--- src/rtl/apb3_pwm_pkg.sv ---
// apb3_pwm_pkg: shared constants for the APB3 PWM LED peripheral.
//   - register byte offsets (CTRL, PRESCALE, PERIOD, STATUS, DUTY_BASE)
//   - CTRL / STATUS bit positions
//   - prescaler width and the APB slave FSM state type
package apb3_pwm_pkg;

    localparam int PRESCALE_W = 16;

    localparam int OFF_CTRL      = 'h00;
    localparam int OFF_PRESCALE  = 'h04;
    localparam int OFF_PERIOD    = 'h08;
    localparam int OFF_STATUS    = 'h0C;
    localparam int OFF_DUTY_BASE = 'h10;

    localparam int CTRL_EN        = 0;
    localparam int CTRL_IRQ_EN    = 1;
    localparam int CTRL_POL       = 2;
    localparam int CTRL_CH_EN_LSB = 8;

    localparam int STATUS_WRAP_PEND = 0;
    localparam int STATUS_RUNNING   = 1;

    typedef enum logic [1:0] {
        APB_IDLE = 2'd0,
        APB_WAIT = 2'd1,
        APB_RESP = 2'd2
    } apb_state_e;

endpackage

--- src/rtl/apb3_pwm_led_if.sv ---
// apb3_pwm_led_if: APB3 bus bundle between SoC master and the PWM peripheral.
//   PADDR, PSEL, PENABLE, PWRITE, PWDATA : master -> slave
//   PREADY, PRDATA, PSLVERROR            : slave -> master
interface apb3_pwm_led_if #(
    parameter int ADDR_WIDTH = 12,
    parameter int DATA_WIDTH = 32
);
    logic [ADDR_WIDTH-1:0] PADDR;
    logic                  PSEL;
    logic                  PENABLE;
    logic                  PWRITE;
    logic [DATA_WIDTH-1:0] PWDATA;
    logic                  PREADY;
    logic [DATA_WIDTH-1:0] PRDATA;
    logic                  PSLVERROR;

    modport master (
        output PADDR, PSEL, PENABLE, PWRITE, PWDATA,
        input  PREADY, PRDATA, PSLVERROR
    );

    modport slave (
        input  PADDR, PSEL, PENABLE, PWRITE, PWDATA,
        output PREADY, PRDATA, PSLVERROR
    );
endinterface

--- src/rtl/pwm_timebase.sv ---
// pwm_timebase: prescaler + period counter for the PWM channels.
//   clk, rst   : clock, synchronous active-high reset
//   en         : run enable; when low both counters are held at 0
//   prescale   : tick every prescale+1 clocks
//   period_act : cnt runs 0..period_act, one step per tick
//   cnt        : current period count
//   wrap       : single-cycle pulse on the tick where cnt returns to 0
module pwm_timebase
    import apb3_pwm_pkg::*;
#(
    parameter int CNT_WIDTH = 16
) (
    input  logic                  clk,
    input  logic                  rst,
    input  logic                  en,
    input  logic [PRESCALE_W-1:0] prescale,
    input  logic [CNT_WIDTH-1:0]  period_act,
    output logic [CNT_WIDTH-1:0]  cnt,
    output logic                  wrap
);

    logic [PRESCALE_W-1:0] pre_cnt;
    logic                  tick;

    // >= rather than == so a prescale lowered below pre_cnt still ticks
    assign tick = pre_cnt >= prescale;
    assign wrap = en && tick && (cnt >= period_act);

    always_ff @(posedge clk) begin
        if (rst || !en) begin
            pre_cnt <= '0;
            cnt     <= '0;
        end else if (tick) begin
            pre_cnt <= '0;
            cnt     <= (cnt >= period_act) ? '0 : cnt + 1'b1;
        end else begin
            pre_cnt <= pre_cnt + 1'b1;
        end
    end

endmodule

--- src/rtl/apb3_pwm_led.sv ---
// apb3_pwm_led: APB3 slave with NUM_CH PWM LED outputs and a wrap interrupt.
//   io_systemClk, io_systemReset : clock, synchronous active-high reset
//   apb                          : APB3 slave bus (one wait state per transfer)
//   apb3LED                      : registered PWM outputs
//   apb3Interrupt                : registered level interrupt (WRAP_PEND & IRQ_EN)
module apb3_pwm_led
    import apb3_pwm_pkg::*;
#(
    parameter int ADDR_WIDTH = 12,
    parameter int DATA_WIDTH = 32,
    parameter int NUM_CH     = 2,
    parameter int CNT_WIDTH  = 16
) (
    input  logic              io_systemClk,
    input  logic              io_systemReset,
    apb3_pwm_led_if.slave     apb,
    output logic [NUM_CH-1:0] apb3LED,
    output logic              apb3Interrupt
);

    localparam int WW = ADDR_WIDTH - 2;
    localparam logic [WW-1:0] W_CTRL     = WW'(OFF_CTRL / 4);
    localparam logic [WW-1:0] W_PRESCALE = WW'(OFF_PRESCALE / 4);
    localparam logic [WW-1:0] W_PERIOD   = WW'(OFF_PERIOD / 4);
    localparam logic [WW-1:0] W_STATUS   = WW'(OFF_STATUS / 4);

    apb_state_e            state;
    logic                  pready_q;
    logic [DATA_WIDTH-1:0] prdata_q;
    logic                  pslverr_q;

    logic                  en, irq_en, pol;
    logic [NUM_CH-1:0]     ch_en;
    logic [PRESCALE_W-1:0] prescale;
    logic [CNT_WIDTH-1:0]  period_sh, period_act;
    logic [NUM_CH-1:0][CNT_WIDTH-1:0] duty_sh, duty_act;
    logic                  wrap_pend, irq_q;
    logic [NUM_CH-1:0]     led_q;

    logic [CNT_WIDTH-1:0]  cnt;
    logic                  wrap;

    logic [WW-1:0]         word;
    logic                  sel_ctrl, sel_pre, sel_per, sel_stat, addr_ok, wr_commit;
    logic [NUM_CH-1:0]     duty_sel;
    logic [DATA_WIDTH-1:0] rd_val;
    logic                  unused_bits;

    assign apb.PREADY    = pready_q;
    assign apb.PRDATA    = prdata_q;
    assign apb.PSLVERROR = pslverr_q;
    assign apb3LED       = led_q;
    assign apb3Interrupt = irq_q;

    // byte lane bits are ignored; upper PWDATA bits have no home
    assign unused_bits = ^{apb.PADDR[1:0], apb.PWDATA};

    // ---------------- address decode ----------------
    assign word     = apb.PADDR[ADDR_WIDTH-1:2];
    assign sel_ctrl = (word == W_CTRL);
    assign sel_pre  = (word == W_PRESCALE);
    assign sel_per  = (word == W_PERIOD);
    assign sel_stat = (word == W_STATUS);

    always_comb begin
        duty_sel = '0;
        for (int i = 0; i < NUM_CH; i++)
            duty_sel[i] = (word == WW'(OFF_DUTY_BASE / 4 + i));
    end

    assign addr_ok = sel_ctrl | sel_pre | sel_per | sel_stat | (|duty_sel);

    // Selects are mutually exclusive, so the ORed fills never collide.
    always_comb begin
        rd_val = '0;
        if (sel_ctrl) begin
            rd_val[CTRL_EN]                     = en;
            rd_val[CTRL_IRQ_EN]                 = irq_en;
            rd_val[CTRL_POL]                    = pol;
            rd_val[CTRL_CH_EN_LSB +: NUM_CH]    = ch_en;
        end
        if (sel_pre) rd_val[PRESCALE_W-1:0] = prescale;
        if (sel_per) rd_val[CNT_WIDTH-1:0]  = period_sh;
        if (sel_stat) begin
            rd_val[STATUS_WRAP_PEND] = wrap_pend;
            rd_val[STATUS_RUNNING]   = en;
        end
        for (int i = 0; i < NUM_CH; i++)
            if (duty_sel[i]) rd_val[CNT_WIDTH-1:0] = duty_sh[i];
    end

    // ---------------- APB slave FSM ----------------
    // IDLE sees the setup phase, WAIT is the first access cycle (PREADY=0),
    // RESP is the PREADY=1 cycle; writes commit on the edge that leaves RESP.
    // A reset drops back to IDLE, so a transfer cut by reset never commits.
    always_ff @(posedge io_systemClk) begin
        if (io_systemReset) begin
            state     <= APB_IDLE;
            pready_q  <= 1'b0;
            prdata_q  <= '0;
            pslverr_q <= 1'b0;
        end else begin
            pready_q  <= 1'b0;
            prdata_q  <= '0;
            pslverr_q <= 1'b0;
            case (state)
                APB_IDLE: if (apb.PSEL && !apb.PENABLE) state <= APB_WAIT;
                APB_WAIT: begin
                    if (!apb.PSEL) begin
                        state <= APB_IDLE;
                    end else if (apb.PENABLE) begin
                        state     <= APB_RESP;
                        pready_q  <= 1'b1;
                        pslverr_q <= !addr_ok;
                        prdata_q  <= (!apb.PWRITE && addr_ok) ? rd_val : '0;
                    end
                end
                APB_RESP: state <= APB_IDLE;
                default:  state <= APB_IDLE;
            endcase
        end
    end

    assign wr_commit = (state == APB_RESP) && apb.PSEL && apb.PENABLE && apb.PWRITE;

    // ---------------- timebase ----------------
    pwm_timebase #(.CNT_WIDTH(CNT_WIDTH)) u_timebase (
        .clk        (io_systemClk),
        .rst        (io_systemReset),
        .en         (en),
        .prescale   (prescale),
        .period_act (period_act),
        .cnt        (cnt),
        .wrap       (wrap)
    );

    // ---------------- registers, shadows, outputs ----------------
    always_ff @(posedge io_systemClk) begin
        if (io_systemReset) begin
            en         <= 1'b0;
            irq_en     <= 1'b0;
            pol        <= 1'b0;
            ch_en      <= '0;
            prescale   <= '0;
            period_sh  <= '0;
            period_act <= '0;
            duty_sh    <= '0;
            duty_act   <= '0;
            wrap_pend  <= 1'b0;
            irq_q      <= 1'b0;
            led_q      <= '0;
        end else begin
            if (wr_commit && sel_ctrl) begin
                en     <= apb.PWDATA[CTRL_EN];
                irq_en <= apb.PWDATA[CTRL_IRQ_EN];
                pol    <= apb.PWDATA[CTRL_POL];
                ch_en  <= apb.PWDATA[CTRL_CH_EN_LSB +: NUM_CH];
            end
            if (wr_commit && sel_pre) prescale  <= apb.PWDATA[PRESCALE_W-1:0];
            if (wr_commit && sel_per) period_sh <= apb.PWDATA[CNT_WIDTH-1:0];
            for (int i = 0; i < NUM_CH; i++)
                if (wr_commit && duty_sel[i]) duty_sh[i] <= apb.PWDATA[CNT_WIDTH-1:0];

            // Track shadows continuously while stopped so the first period
            // after enable already uses the latest values.
            if (!en || wrap) begin
                period_act <= period_sh;
                duty_act   <= duty_sh;
            end

            // set beats a simultaneous W1C so no wrap is ever lost
            if (wrap)
                wrap_pend <= 1'b1;
            else if (wr_commit && sel_stat && apb.PWDATA[STATUS_WRAP_PEND])
                wrap_pend <= 1'b0;

            irq_q <= wrap_pend & irq_en;

            for (int i = 0; i < NUM_CH; i++)
                led_q[i] <= (en & ch_en[i] & (cnt < duty_act[i])) ^ pol;
        end
    end

endmodule

--- src/flat_wrapper.sv ---
// flat-port wrapper written by rule: the top's interface ports become plain ports
module apb3_pwm_led_flat import apb3_pwm_pkg::*;
#(
    parameter int ADDR_WIDTH = 12,
    parameter int DATA_WIDTH = 32,
    parameter int NUM_CH     = 2,
    parameter int CNT_WIDTH  = 16
)
  (io_systemClk, io_systemReset, apb3LED, apb3Interrupt, apb_PADDR, apb_PSEL, apb_PENABLE, apb_PWRITE, apb_PWDATA, apb_PREADY, apb_PRDATA, apb_PSLVERROR);
  apb3_pwm_led_if #(.ADDR_WIDTH(ADDR_WIDTH), .DATA_WIDTH(DATA_WIDTH)) apb_i ();
  input  logic io_systemClk;
  input  logic io_systemReset;
  output logic [NUM_CH-1:0] apb3LED;
  output logic apb3Interrupt;
  input wire logic [$bits(apb_i.PADDR)-1:0] apb_PADDR;
  input wire logic [$bits(apb_i.PSEL)-1:0] apb_PSEL;
  input wire logic [$bits(apb_i.PENABLE)-1:0] apb_PENABLE;
  input wire logic [$bits(apb_i.PWRITE)-1:0] apb_PWRITE;
  input wire logic [$bits(apb_i.PWDATA)-1:0] apb_PWDATA;
  output wire logic [$bits(apb_i.PREADY)-1:0] apb_PREADY;
  output wire logic [$bits(apb_i.PRDATA)-1:0] apb_PRDATA;
  output wire logic [$bits(apb_i.PSLVERROR)-1:0] apb_PSLVERROR;
  assign apb_i.PADDR = apb_PADDR;
  assign apb_i.PSEL = apb_PSEL;
  assign apb_i.PENABLE = apb_PENABLE;
  assign apb_i.PWRITE = apb_PWRITE;
  assign apb_i.PWDATA = apb_PWDATA;
  assign apb_PREADY = apb_i.PREADY;
  assign apb_PRDATA = apb_i.PRDATA;
  assign apb_PSLVERROR = apb_i.PSLVERROR;
  apb3_pwm_led #(.ADDR_WIDTH(ADDR_WIDTH), .DATA_WIDTH(DATA_WIDTH), .NUM_CH(NUM_CH), .CNT_WIDTH(CNT_WIDTH)) u_core (.io_systemClk(io_systemClk), .io_systemReset(io_systemReset), .apb(apb_i), .apb3LED(apb3LED), .apb3Interrupt(apb3Interrupt));
endmodule
--- config.mk ---
export PLATFORM = sky130hd
export DESIGN_NAME = apb3_pwm_led_flat
export DESIGN_NICKNAME = d
export VERILOG_FILES = /design/src/rtl/apb3_pwm_pkg.sv /design/src/rtl/apb3_pwm_led_if.sv /design/src/rtl/pwm_timebase.sv /design/src/rtl/apb3_pwm_led.sv /design/src/flat_wrapper.sv
export SDC_FILE = /design/constraint.sdc
export NUM_CORES = 1
export LEC_CHECK = 0
export BUFFER_PORTS_ARGS = -buffer_cell sky130_fd_sc_hd__buf_2
export CORE_AREA = 10 10 144 146
export CTS_CLUSTER_DIAMETER = 50
export CTS_CLUSTER_SIZE = 40
export DETAILED_ROUTE_END_ITERATION = 8
export DIE_AREA = 0 0 154 156
export PLACE_DENSITY = 0.69
export SLEW_MARGIN = 40
export SYNTH_ARGS = -nofsm -noshare
export SYNTH_HDL_FRONTEND = slang
export SYNTH_SLANG_ARGS = --single-unit
--- constraint.sdc ---
create_clock -name io_systemClk -period 4.3 [get_ports io_systemClk]
set_input_delay 0.86 -clock io_systemClk [delete_from_list [all_inputs] [get_ports io_systemClk]]
set_output_delay 0.86 -clock io_systemClk [all_outputs]
set_load 0.01 [all_outputs]
======== After elaboration in Yosys (flattened, before gate mapping) ========
Index checks and enable logic that the tools add are counted.
operators by class
  add/subtract/negate cells ............... 2
  $lt $le $gt $ge ......................... 4
  equal/unequal tests ..................... 9
  muxes and demuxes ....................... 15
  bitwise logic cells ..................... 15
  reduce and logical (&&, ||, !) cells .... 29
operator list
  operator                                                           count
  16-bit two-way mux                                                 5
  16-bit by 1-bit adder with 16-bit output (second input constant)   2
  16-bit greater-or-equal comparator                                 2
  16-bit less-than comparator                                        2
  10-bit by 2-bit == test with 1-bit output (second input constant)  2
  10-bit by 3-bit == test with 1-bit output (second input constant)  2
  1-bit logical AND                                                  14
  10-bit by 1-bit == test with 1-bit output (second input constant)  1
  10-bit logical NOT                                                 1
  2-bit two-way mux                                                  5
  1-bit AND                                                          5
  5-bit OR reduction                                                 1
  1-bit logical NOT                                                  4
  1-bit NOT                                                          4
  1-bit bitwise OR                                                   4
  2-bit case mux with 2 select lines                                 1
  2-bit OR reduction                                                 2
  4-bit OR reduction                                                 1
  1-bit two-way mux                                                  3
  3-bit two-way mux                                                  1
  3-bit inequality test (second input constant)                      1
  3-bit OR reduction                                                 1
  2-bit by 1-bit == test with 1-bit output (second input constant)   1
  2-bit == test (second input constant)                              1
  6 further kinds                                                    8
word-level totals
  bits in registers ....................... 189
  bits of input ports ..................... 49
  word-level logic and storage cells ...... 95

======== Depth between registers and ports, before layout ========
Gate-level depths: netlist of run 1.
  word-level depth ........................ 8
  gate-level depth with buffers ........... 12
  mapped depth without buffers ............ 8

======== By module ========
From an unflattened synthesis of run 1, not the netlist that was laid out.
second synthesis, totals
  cells, all modules ...................... 1058
  area total of the unflattened synthesis .. 8587.0 µm²
modules (own cells, without submodules)
  module        instances  cells each  area each (µm²)
  apb3_pwm_led  1          773         6277.3
  pwm_timebase  1          285         2309.7

======== Worst setup path after synthesis of run 1 ========
Ideal clock, no wire load.
  kind .................................... input to register
  from .................................... input apb_PADDR[3]
  to ...................................... register u_core.duty_sh[10] (netlist name)
  setup time .............................. 70 ps
  data arrival time ....................... 2331 ps
  data required time ...................... 4230 ps
  path slack .............................. 1899 ps
  stages .................................. 9
  path through ............................ clkbuf_1 > and3b_1 > buf_2 > and2_1 > buf_2 > nand2_1 > clkbuf_1 > nand2_1 > a21oi_1
between the ends
  word-level cells in the longest chain between the ends .. 2
RTL lines
  what                                       line                 RTL
  start, declared                            flat_wrapper.sv:15   input wire logic [$bits(apb_i.PADDR)-1:0] apb_PADDR;
  10-bit by 3-bit == test with 1-bit output  apb3_pwm_led.sv:68   duty_sel[i] = (word == WW'(OFF_DUTY_BASE / 4 + i));
  1-bit logical AND                          apb3_pwm_led.sv:162  if (wr_commit && duty_sel[i]) duty_sh[i] <= apb.PWDATA[CNT_WIDTH-1:0];
  end signal, assigned by index              apb3_pwm_led.sv:162
  end, declared                              apb3_pwm_led.sv:36   logic [NUM_CH-1:0][CNT_WIDTH-1:0] duty_sh, duty_act;
Every way passes these cells.
A chain may end at the register's enable or synchronous reset.

======== Worst setup path after layout of run 1 ========
  from .................................... register u_core.u_timebase.pre_cnt[7]
  to ...................................... register u_core.duty_act[31] (netlist name)
between the ends
  word-level cells in the longest chain between the ends .. 4
RTL lines
  what                                line                 RTL
  start, declared                     pwm_timebase.sv:22   logic [PRESCALE_W-1:0] pre_cnt;
  start signal, assigned              pwm_timebase.sv:37   pre_cnt <= pre_cnt + 1'b1;
  16-bit greater-or-equal comparator  pwm_timebase.sv:26   assign tick = pre_cnt >= prescale;
  1-bit logical AND (2 in a row)      pwm_timebase.sv:27   assign wrap = en && tick && (cnt >= period_act);
  1-bit logical OR                    apb3_pwm_led.sv:166  if (!en || wrap) begin
  end signal, assigned                apb3_pwm_led.sv:168  duty_act <= duty_sh;
  end, declared                       apb3_pwm_led.sv:36
Every way passes these cells.

==> flow_summary_export.csv, run 1 <==
group,metric,value,unit
outcome,status,"finished clean",
setup_path,startpoint_type,"register",
detailed_routing,dr.pass1.iters,7,
finish,diodes,0,
cts,post_cts_buffers,0,
yosys,seq_area_frac_synth,38.8,%
detailed_routing,drc_errors,0,
setup_path,reg2reg_from,"u_core.u_timebase.pre_cnt[7]",
worst_hold_path,min_path_type,"register to register",
cts,clk_latency,0.44,ns
placement,gp_congestion,0.842,
sta,rsz0062_at_grt,"false",
setup_path,path_max_fanout,38,
yosys,synth_warnings,0,
sta,slew_violations,0,
yosys,async_flop_share,0,%
cts,clock_path_buffers,2,
sta,setup_viol,0,
yosys,yosys.area.top_type,"dfxtp_1",
setup_path,crit_path_cell_trace,"ha_1 -> a21oi_1 -> o21ai_0 -> a221oi_2 -> and3_1 -> buf_4 -> a22o_2 -> buf_12 -> mux2i_1",
cts,path_clk_slew,0.07,ns
yosys,yosys.area_share.simple,22.1,%
cts,htreeDepth,4,
yosys,synth_top_family_by_area,"simple AND/OR/NAND/NOR gates",
grt,antenna_found_initial,1,
setup_path,worst-setup-path-type,"register to register",
detailed_routing,vias_per_cell,5.40,
floorplanning,die-area,24000,sq um
placement,portBuffers,51,
setup_path,cp.required,4.66,ns
yosys,synthXorXnorAreaFrac,1.57,%
yosys,synth_cell_types,59,
sta,tns,0,ns
finish,area_growth,9.79,%
power_and_ir_drop,finalPower,3200,uW
detailed_routing,drt_iter0_drc,556,
sta,fin_skew,0.00927,ns
finish,n_fill_cell,1627,
sta,worstMarginPinSlew,0.848,ns
yosys,netlist_area,8930,sq um
yosys,yosys_most_used_dff,"dfxtp_1",
yosys,synth-adder-area-share,8.97,%
placement,place_hpwl,15800,um
detailed_routing,wl_per_cell,16.9,um
yosys,ys_seq_elements,173,
grt,grt_usage,18.1,%
yosys,synth.area.top_cells,"dfxtp_1 (39%), ha_1 (9.0%), nand2b_1 (7.3%), nand2_1 (6.8%), mux2i_1 (6.6%)",
finish,drive_gt1_share,11.1,%
power_and_ir_drop,p_per_area,326,nW/um^2
grt,grt_pass1_wl,35500,um
floorplanning,num_io_pins,86,
cts,clock-root-buffer,"clkbuf_16",
cts,holdBufCountCts,0,
floorplanning,die_h,156,um
job,maxCapViolations,0,
yosys,synth.top_cell.area_share,38.8,%
setup_path,critPathLaunch,"u_core.u_timebase.pre_cnt[7]",
setup_path,crit_slowest_cell,"a221oi_2",
sta,min_period,3.18,ns
sta,fmax,315,MHz
power_and_ir_drop,p_leak,0.00353,uW
detailed_routing,dr_total_vias,7031,
yosys,syn_inst,1036,
cts,cts-buffers-inserted,17,
floorplanning,core_area,17800,sq um
detailed_routing,antenna_left,0,
sta,relSlewSlack,43.5,%
floorplanning,rows,49,
finish,fin_nets,1174,
cts,cts_resized,0,
grt,grt_pass1_vias,6762,
setup_path,cp.arrival,3.54,ns
worst_hold_path,hp-start,"u_core.wrap_pend",
power_and_ir_drop,peakVddDrop,303,uV
setup_path,critPathCaptureType,"register",
setup_path,max_stage_delay,0.53,ns
floorplanning,die_x,154,um
yosys,syn-mean-instance-area,8.62,sq um
yosys,synth_compound_area_share,11.9,%
yosys,synth_edf_count,0,
grt,grt_max_degree,71,
grt,grt-ovfl-total,0,
cts,cts_tree,"done",
sta,hold_viol,0,
sta,fin_crit_sh,73.8,%
cts,cts.sinks,173,
floorplanning,initial_utilization,50.1,%
yosys,muxShareOfSynthArea,9.26,%
detailed_routing,drt_wl_total,22000,um
[layout make-up]
class	instances	area [sq um]	share of cell area, %
clock buffers	19	433	4.42
multi-input cells	736	4860	49.6
flip-flops and latches	173	3460	35.3
well taps	229	287	2.92
repair buffers	63	360	3.68
inverters	70	263	2.68
clock inverters	12	138	1.40
[state kept, by name, summed over array words and instances (netlist names)]
name / flops
u_core.u_timebase.cnt: 16
u_core.apb3LED: 2
u_core.period_act: 16
u_core.pol: 1
u_core.duty_sh: 32
u_core.irq_en: 1
u_core.apb3Interrupt: 1
u_core.ch_en: 2
u_core.apb.PRDATA: 16
u_core.period_sh: 16
u_core.duty_act: 32
u_core.en: 1
u_core.prescale: 16
u_core.apb.PSLVERROR: 1
u_core.wrap_pend: 1
u_core.u_timebase.pre_cnt: 16
u_core.apb.PREADY: 1
u_core.state: 2
[cell usage after synthesis, types with 3 or more instances]
cell and instances:
and2_1 4, o21ai_0 8, buf_2 7, a222oi_1 11, o31ai_1 11, a211oi_1 14
xor2_1 6, or2_2 3, a31oi_1 3, a21oi_1 86, xnor2_1 10, nor2b_1 4
nand3_1 20, or3_1 5, mux4_2 5, and3_1 8, a22oi_1 4, mux2i_1 59
mux2_2 11, nand4_1 12, dfxtp_1 173, clkbuf_1 38, nor3_1 6, nand2_1 161
buf_4 21, or4_1 10, a21o_1 13, buf_8 3, nor2_1 50, nand2b_1 104
ha_1 64, inv_1 70
[placed cells by master (no fill, tap or decap), types with 3 or more instances in the layout]
| cell type | instances |
|---|---|
| a211oi_1 | 14 |
| a21o_1 | 13 |
| a21oi_1 | 86 |
| a222oi_1 | 11 |
| a22oi_1 | 4 |
| a31oi_1 | 3 |
| and2_1 | 4 |
| and3_1 | 8 |
| buf_2 | 50 |
| buf_4 | 12 |
| clkbuf_16 | 17 |
| clkinv_4 | 3 |
| conb_1 | 16 |
| dfxtp_1 | 173 |
| ha_1 | 64 |
| inv_1 | 70 |
| inv_6 | 3 |
| mux2_2 | 11 |
| mux2i_1 | 59 |
| mux4_2 | 5 |
| nand2_1 | 161 |
| nand2b_1 | 104 |
| nand3_1 | 20 |
| nand4_1 | 12 |
| nor2_1 | 50 |
| nor2b_1 | 4 |
| nor3_1 | 6 |
| o21ai_0 | 8 |
| o31ai_1 | 11 |
| or2_2 | 3 |
| or3_1 | 5 |
| or4_1 | 10 |
| xnor2_1 | 10 |
| xor2_1 | 6 |
[worst paths after layout]
check / endpoint / slack, ns / cells after the start
worst max-delay path: u_core.duty_act[31] / 1.12 / 9
worst min-delay path: u_core.apb3Interrupt / 0.46 / 2
worst max register to register: u_core.duty_act[31] / 1.12 / 9
worst min register to register: u_core.apb3Interrupt / 0.46 / 2
[per-stage QoR]
step	area, sq um	utilization [%]	hold WS, ns	setup slack [ns]	instances
global route	9800	55.0	0.486	0.939	1302
CTS	9800	55.0	0.462	1.12	1302
floorplan	8990	-	0.420	1.90	1051
detailed placement	9230	51.8	0.444	1.07	1271
finish	9800	55.0	0.461	1.12	1302
global placement	9230	51.8	0.441	1.12	1271
[where the power goes]
part / leakage (uW) / total [uW] / switching, uW / internal (uW)
logic: 0.00186 / 86.1 / 54.9 / 31.3
registers: 0.00139 / 1600 / 0.343 / 1600
clock network: 0.000274 / 1510 / 653 / 857
[kinds of logic (layout without fill, tap and decap cells)]
| group | after synthesis | after routing |
|---|---|---|
| and+or+nand+nor | 399 | 399 |
| DFF | 173 | 173 |
| adders and majority gates | 64 | 64 |
| other | 1 | 16 |
| AOI/OAI and AO/OA | 166 | 166 |
| buffers and inverters | 142 | 164 |
| xor gates and xnor gates | 16 | 16 |
| muxes | 75 | 75 |
[metal layers]
metal / part of all wire (%) / wire (um) / up-vias / track usage [%]
li1: - / - / 3536 / -
met1: 47 / 10300 / 3300 / 23.1
met2: 47 / 10300 / 171 / 29.6
met3: 4.8 / 1070 / 22 / 4.44
met4: 1.4 / 315 / 2 / 5.26
met5: 0.032 / 7 / - / 0
[worst max-delay path: cells and delay by family, from the launching register on]
family | cells | cell delay (ns)
AO/OA/AOI/OAI | 4 | 1.25
adder cells (fa/ha/maj) | 1 | 0.29
buffers and inverters | 2 | 0.57
flip-flops | 1 | 0.46
multiplexers | 1 | 0.23
AND/OR/NAND/NOR | 1 | 0.23
Note: power is estimated with default switching activity, not from simulation.
==> run 2: changes to the inputs <==
clock period = 3.1 ns   (was 4.3 ns; I/O delays follow)
==> run 2 against run 1 <==
Global-route usage rose by 0.068 points. Combinational power rose by 39%. Sequential share of layout area fell by 0.33 points. First-iteration DRC count fell by 3.8%. Flip-flop and latch count did not move. Count of clock-buffer cells in the layout fell by 1. Critical path depth did not move.
==> flow_summary_export.csv, run 2 (synthesis gave the netlist of run 1 again) <==
group,metric,value,unit
power_and_ir_drop,p_per_area,445,nW/um^2
setup_path,reg2reg_depth,9,
detailed_routing,drt_iter0_drc,535,
floorplanning,die-area,24000,sq um
cts,clk_latency,0.43,ns
sta,tns,0,ns
sta,worstMarginPinSlew,0.771,ns
finish,area_growth,10.8,%
setup_path,max_stage_delay,0.46,ns
grt,grt-ovfl-total,0,
setup_path,worst-r2r-setup-slack,0.39,ns
detailed_routing,dr_total_vias,7137,
sta,hold_viol,0,
floorplanning,rows,49,
setup_path,critPathCaptureType,"register",
setup_path,worst-setup-path-type,"register to register",
detailed_routing,vias_per_cell,5.43,
finish,largestRegisters,"u_core.duty_act: 32 flops, u_core.duty_sh: 32 flops",
power_and_ir_drop,peakVddDrop,360,uV
grt,grt_pass1_wl,35700,um
detailed_routing,dr.pass1.iters,6,
grt,grt_pass1_vias,6801,
power_and_ir_drop,p_leak,0.00358,uW
sta,fin_crit_sh,87.5,%
setup_path,cp.required,3.46,ns
placement,portBuffers,51,
placement,gp_congestion,0.823,
grt,antenna_found_initial,0,
setup_path,reg2reg_from,"u_core.u_timebase.pre_cnt[7]",
finish,finalInstanceArea,9900,sq um
cts,cts_resized,0,
sta,fin_skew,0.0110,ns
detailed_routing,wl_per_cell,16.7,um
finish,final_cell_mix,"dfxtp_1 (173), nand2_1 (161), nand2b_1 (104)",
setup_path,crit_family,"compound AO/OA/AOI/OAI gates",
cts,holdBufCountCts,0,
placement,postPlaceCellArea,9330,sq um
sta,relSlewSlack,48.6,%
sta,fmax,369,MHz
cts,clock_path_buffers,2,
placement,place_hpwl,15700,um
grt,grt_max_degree,184,
detailed_routing,drt_wl_total,22000,um
finish,final_util,55.5,%
setup_path,crit_slowest_cell,"a221oi_2",
cts,path_clk_slew,0.07,ns
floorplanning,initial_utilization,50.1,%
setup_path,path_max_fanout,40,
sta,slew_violations,0,
setup_path,crit_path_cell_trace,"ha_1 -> a21oi_1 -> o21ai_0 -> a221oi_2 -> and3_1 -> buf_4 -> a22o_2 -> buf_12 -> mux2i_1",
finish,fin_nets,1185,
worst_hold_path,min_to,"u_core.state[0]",
cts,cts-buffers-inserted,17,
finish,diodes,0,
floorplanning,core_area,17800,sq um
detailed_routing,antenna_left,0,
setup_path,startpoint_type,"register",
job,maxCapViolations,0,
worst_hold_path,min_path_type,"primary input to register",
cts,clock-root-buffer,"clkbuf_16",
cts,post_cts_buffers,0,
finish,n_fill_cell,1617,
floorplanning,num_io_pins,86,
sta,rsz0062_at_grt,"false",
sta,setup_viol,0,
sta,min_period,2.71,ns
cts,cts.sinks,173,
cts,htreeDepth,4,
cts,cts_tree,"done",
worst_hold_path,hp-start,"apb_PENABLE",
finish,mostFrequentLayoutCell,"dfxtp_1",
setup_path,cp.buffers_inverters,2,
floorplanning,die_h,156,um
outcome,status,"finished clean",
floorplanning,die_x,154,um
setup_path,cp.arrival,3.07,ns
finish,drive_gt1_share,12.3,%
grt,grt_usage,18.2,%
worst_hold_path,min_path_cells,2,
detailed_routing,drc_errors,0,
setup_path,r2r-end,"u_core.duty_act[12]",
[run 2: power breakdown]
group	switching, uW	internal [uW]	total, uW
Clock	941	1120	2060
Combinational	75.4	44.5	120
Sequential	0.494	2220	2220
[run 2: worst max path at each step]
stage / startpoint / cells past startpoint / to / slack, ns
5_1_grt: u_core.u_timebase.pre_cnt[7] / 9 / u_core.period_act[11] / 0.21
3_5_place_dp: apb_PADDR[6] / 7 / u_core.duty_sh[1] / 0.26
4_1_cts: u_core.prescale[7] / 10 / u_core.duty_act[26] / 0.40
2_1_floorplan: u_core.u_timebase.pre_cnt[0] / 12 / u_core.duty_act[0] / 0.75
6_report: u_core.u_timebase.pre_cnt[7] / 9 / u_core.duty_act[12] / 0.39
3_3_place_gp: u_core.prescale[13] / 8 / u_core.u_timebase.cnt[9] / 0.32
[run 2: layout make-up]
class,count,area [sq um],area share (%)
tap,229,287,2.90
sequential,173,3460,35.0
multi-input combinational,736,4870,49.2
inverter,70,263,2.66
timing repair buffer,74,455,4.60
clock inverter,14,133,1.34
clock buffer,18,429,4.34
[run 2: metal layers]
metal,track usage (%),vias to the layer above,routed length [um]
met2,28.0,187,9860
met5,0,-,0
li1,-,3571,-
met4,8.28,0,648
met3,4.11,38,1180
met1,23.7,3341,10300
[run 2: through the flow]
step | worst slack [ns] | power (uW) | cells | hold slack (ns)
2_1_floorplan | 0.754 | 2360 | 1051 | 0.420
3_3_place_gp | 0.320 | 2390 | 1282 | 0.444
3_5_place_dp | 0.257 | 2390 | 1282 | 0.453
4_1_cts | 0.396 | 4430 | 1314 | 0.361
5_1_grt | 0.207 | 4530 | 1314 | 0.370
6_report | 0.388 | 4400 | 1314 | 0.371
==> run 3: changes to the inputs <==
CTS_BUF_LIST = sky130_fd_sc_hd__clkbuf_4   (was not set)
SKIP_LAST_GASP = 1   (was not set)
==> run 3 against run 2 <==
Count of clock-buffer cells in the layout did not move. Setup slack got worse by 0.024 ns. Wire length fell by 1.7%. Critical path type unchanged. Highest routed layer unchanged.
==> flow_summary_export.csv, run 3 (synthesis gave the netlist of run 1 again) <==
group,metric,value,unit
cts,cts-buffers-inserted,17,
floorplanning,die_h,156,um
setup_path,cp.required,3.62,ns
floorplanning,core_area,17800,sq um
sta,worstMarginPinSlew,0.773,ns
cts,cts_tree,"done",
sta,fmax,366,MHz
grt,grt_pass1_wl,35200,um
setup_path,max_stage_delay,0.47,ns
cts,clock-root-buffer,"clkbuf_4",
sta,setup_viol,0,
finish,largestRegisters,"u_core.duty_act: 32 flops, u_core.duty_sh: 32 flops",
grt,antenna_found_initial,1,
cts,holdBufCountCts,0,
finish,drive_gt1_share,12.4,%
sta,fin_crit_sh,88.2,%
power_and_ir_drop,finalPower,3600,uW
finish,fin_nets,1185,
finish,final_util,53.8,%
power_and_ir_drop,peakVddDrop,266,uV
grt,grt_pass1_vias,6707,
setup_path,reg2reg_from,"u_core.u_timebase.pre_cnt[7]",
sta,fin_skew,0.0230,ns
grt,grt-ovfl-total,0,
grt,grt_usage,17.9,%
detailed_routing,drt_iter0_drc,630,
setup_path,worst-setup-path-type,"register to register",
cts,path_clk_slew,0.16,ns
cts,clk_latency,0.58,ns
floorplanning,num_io_pins,86,
outcome,status,"finished clean",
sta,relSlewSlack,48.5,%
detailed_routing,vias_per_cell,5.42,
job,maxCapViolations,0,
detailed_routing,drc_errors,0,
setup_path,startpoint_type,"register",
sta,hold_viol,0,
cts,cts_resized,0,
setup_path,cp.buffers_inverters,2,
setup_path,r2r-end,"u_core.duty_act[26]",
power_and_ir_drop,p_per_area,375,nW/um^2
worst_hold_path,min_to,"u_core.state[0]",
finish,final_cell_mix,"dfxtp_1 (173), nand2_1 (161), nand2b_1 (104)",
finish,finalInstanceArea,9600,sq um
sta,min_period,2.74,ns
cts,post_cts_buffers,0,
worst_hold_path,min_path_cells,2,
setup_path,crit_path_cell_trace,"ha_1 -> a21oi_1 -> o21ai_0 -> a221oi_2 -> and3_1 -> buf_4 -> a22o_2 -> buf_12 -> mux2i_1",
setup_path,crit_slowest_cell,"dfxtp_1",
worst_hold_path,min_path_type,"primary input to register",
worst_hold_path,hp-start,"apb_PENABLE",
floorplanning,die-area,24000,sq um
detailed_routing,wl_per_cell,16.4,um
sta,slew_violations,0,
setup_path,critPathCaptureType,"register",
floorplanning,rows,49,
placement,portBuffers,51,
placement,gp_congestion,0.823,
sta,hold_slack,0.207,ns
detailed_routing,dr.pass1.iters,5,
finish,area_growth,7.55,%
sta,tns,0,ns
sta,rsz0062_at_grt,"false",
cts,cts.sinks,173,
cts,htreeDepth,4,
detailed_routing,drt_wl_total,21600,um
floorplanning,initial_utilization,50.1,%
placement,place_hpwl,15700,um
setup_path,path_max_fanout,40,
detailed_routing,antenna_left,0,
detailed_routing,dr_total_vias,7125,
finish,mostFrequentLayoutCell,"dfxtp_1",
cts,clock_path_buffers,2,
setup_path,reg2reg_depth,9,
setup_path,crit_family,"compound AO/OA/AOI/OAI gates",
grt,grt_max_degree,184,
setup_path,cp.arrival,3.25,ns
power_and_ir_drop,p_leak,0.00346,uW
placement,postPlaceCellArea,9330,sq um
floorplanning,die_x,154,um
setup_path,worst-r2r-setup-slack,0.36,ns
[run 3: cell types whose count changed in the layout (fill, tap and decap cells not counted), sizes merged]
| cell | previous run | this run |
|---|---|---|
| diode | 0 | 1 |
[run 3: final cells by class]
class	instances	area, sq um
clock inverters	14	133
diodes	1	2.50
inverters	70	263
repair buffers	74	455
fillers	1647	8240
flip-flops and latches	173	3460
well taps	229	287
multi-input cells	736	4870
clock buffers	18	135
[run 3: power by group]
part	switching, uW	internal (uW)
Clock	838	421
Combinational	75.4	44.6
Sequential	0.496	2220
[run 3: metal layers]
| layer | part of all wire, % | up-vias | track usage [%] |
|---|---|---|---|
| met4 | 2.0 | 0 | 6.66 |
| met2 | 45 | 213 | 27.8 |
| met1 | 47 | 3305 | 23.7 |
| met3 | 6.2 | 34 | 4.22 |
| met5 | 0 | - | 0 |
| li1 | - | 3573 | - |
[run 3: worst max-delay path by stage]
stage	from	to	slack, ns	depth (start not counted)
2_1_floorplan	u_core.u_timebase.pre_cnt[0]	u_core.duty_act[0]	0.75	12
3_3_place_gp	u_core.prescale[13]	u_core.u_timebase.cnt[9]	0.32	8
3_5_place_dp	apb_PADDR[6]	u_core.duty_sh[1]	0.26	7
4_1_cts	u_core.u_timebase.pre_cnt[7]	u_core.duty_act[26]	0.37	9
5_1_grt	u_core.u_timebase.pre_cnt[7]	u_core.period_act[11]	0.18	9
6_report	u_core.u_timebase.pre_cnt[7]	u_core.duty_act[26]	0.36	9
[run 3: metrics by stage]
step / worst slack, ns / cells
floorplan: 0.754 / 1051
CTS: 0.371 / 1314
detailed placement: 0.257 / 1282
global route: 0.177 / 1315
global placement: 0.320 / 1282
finish: 0.365 / 1315
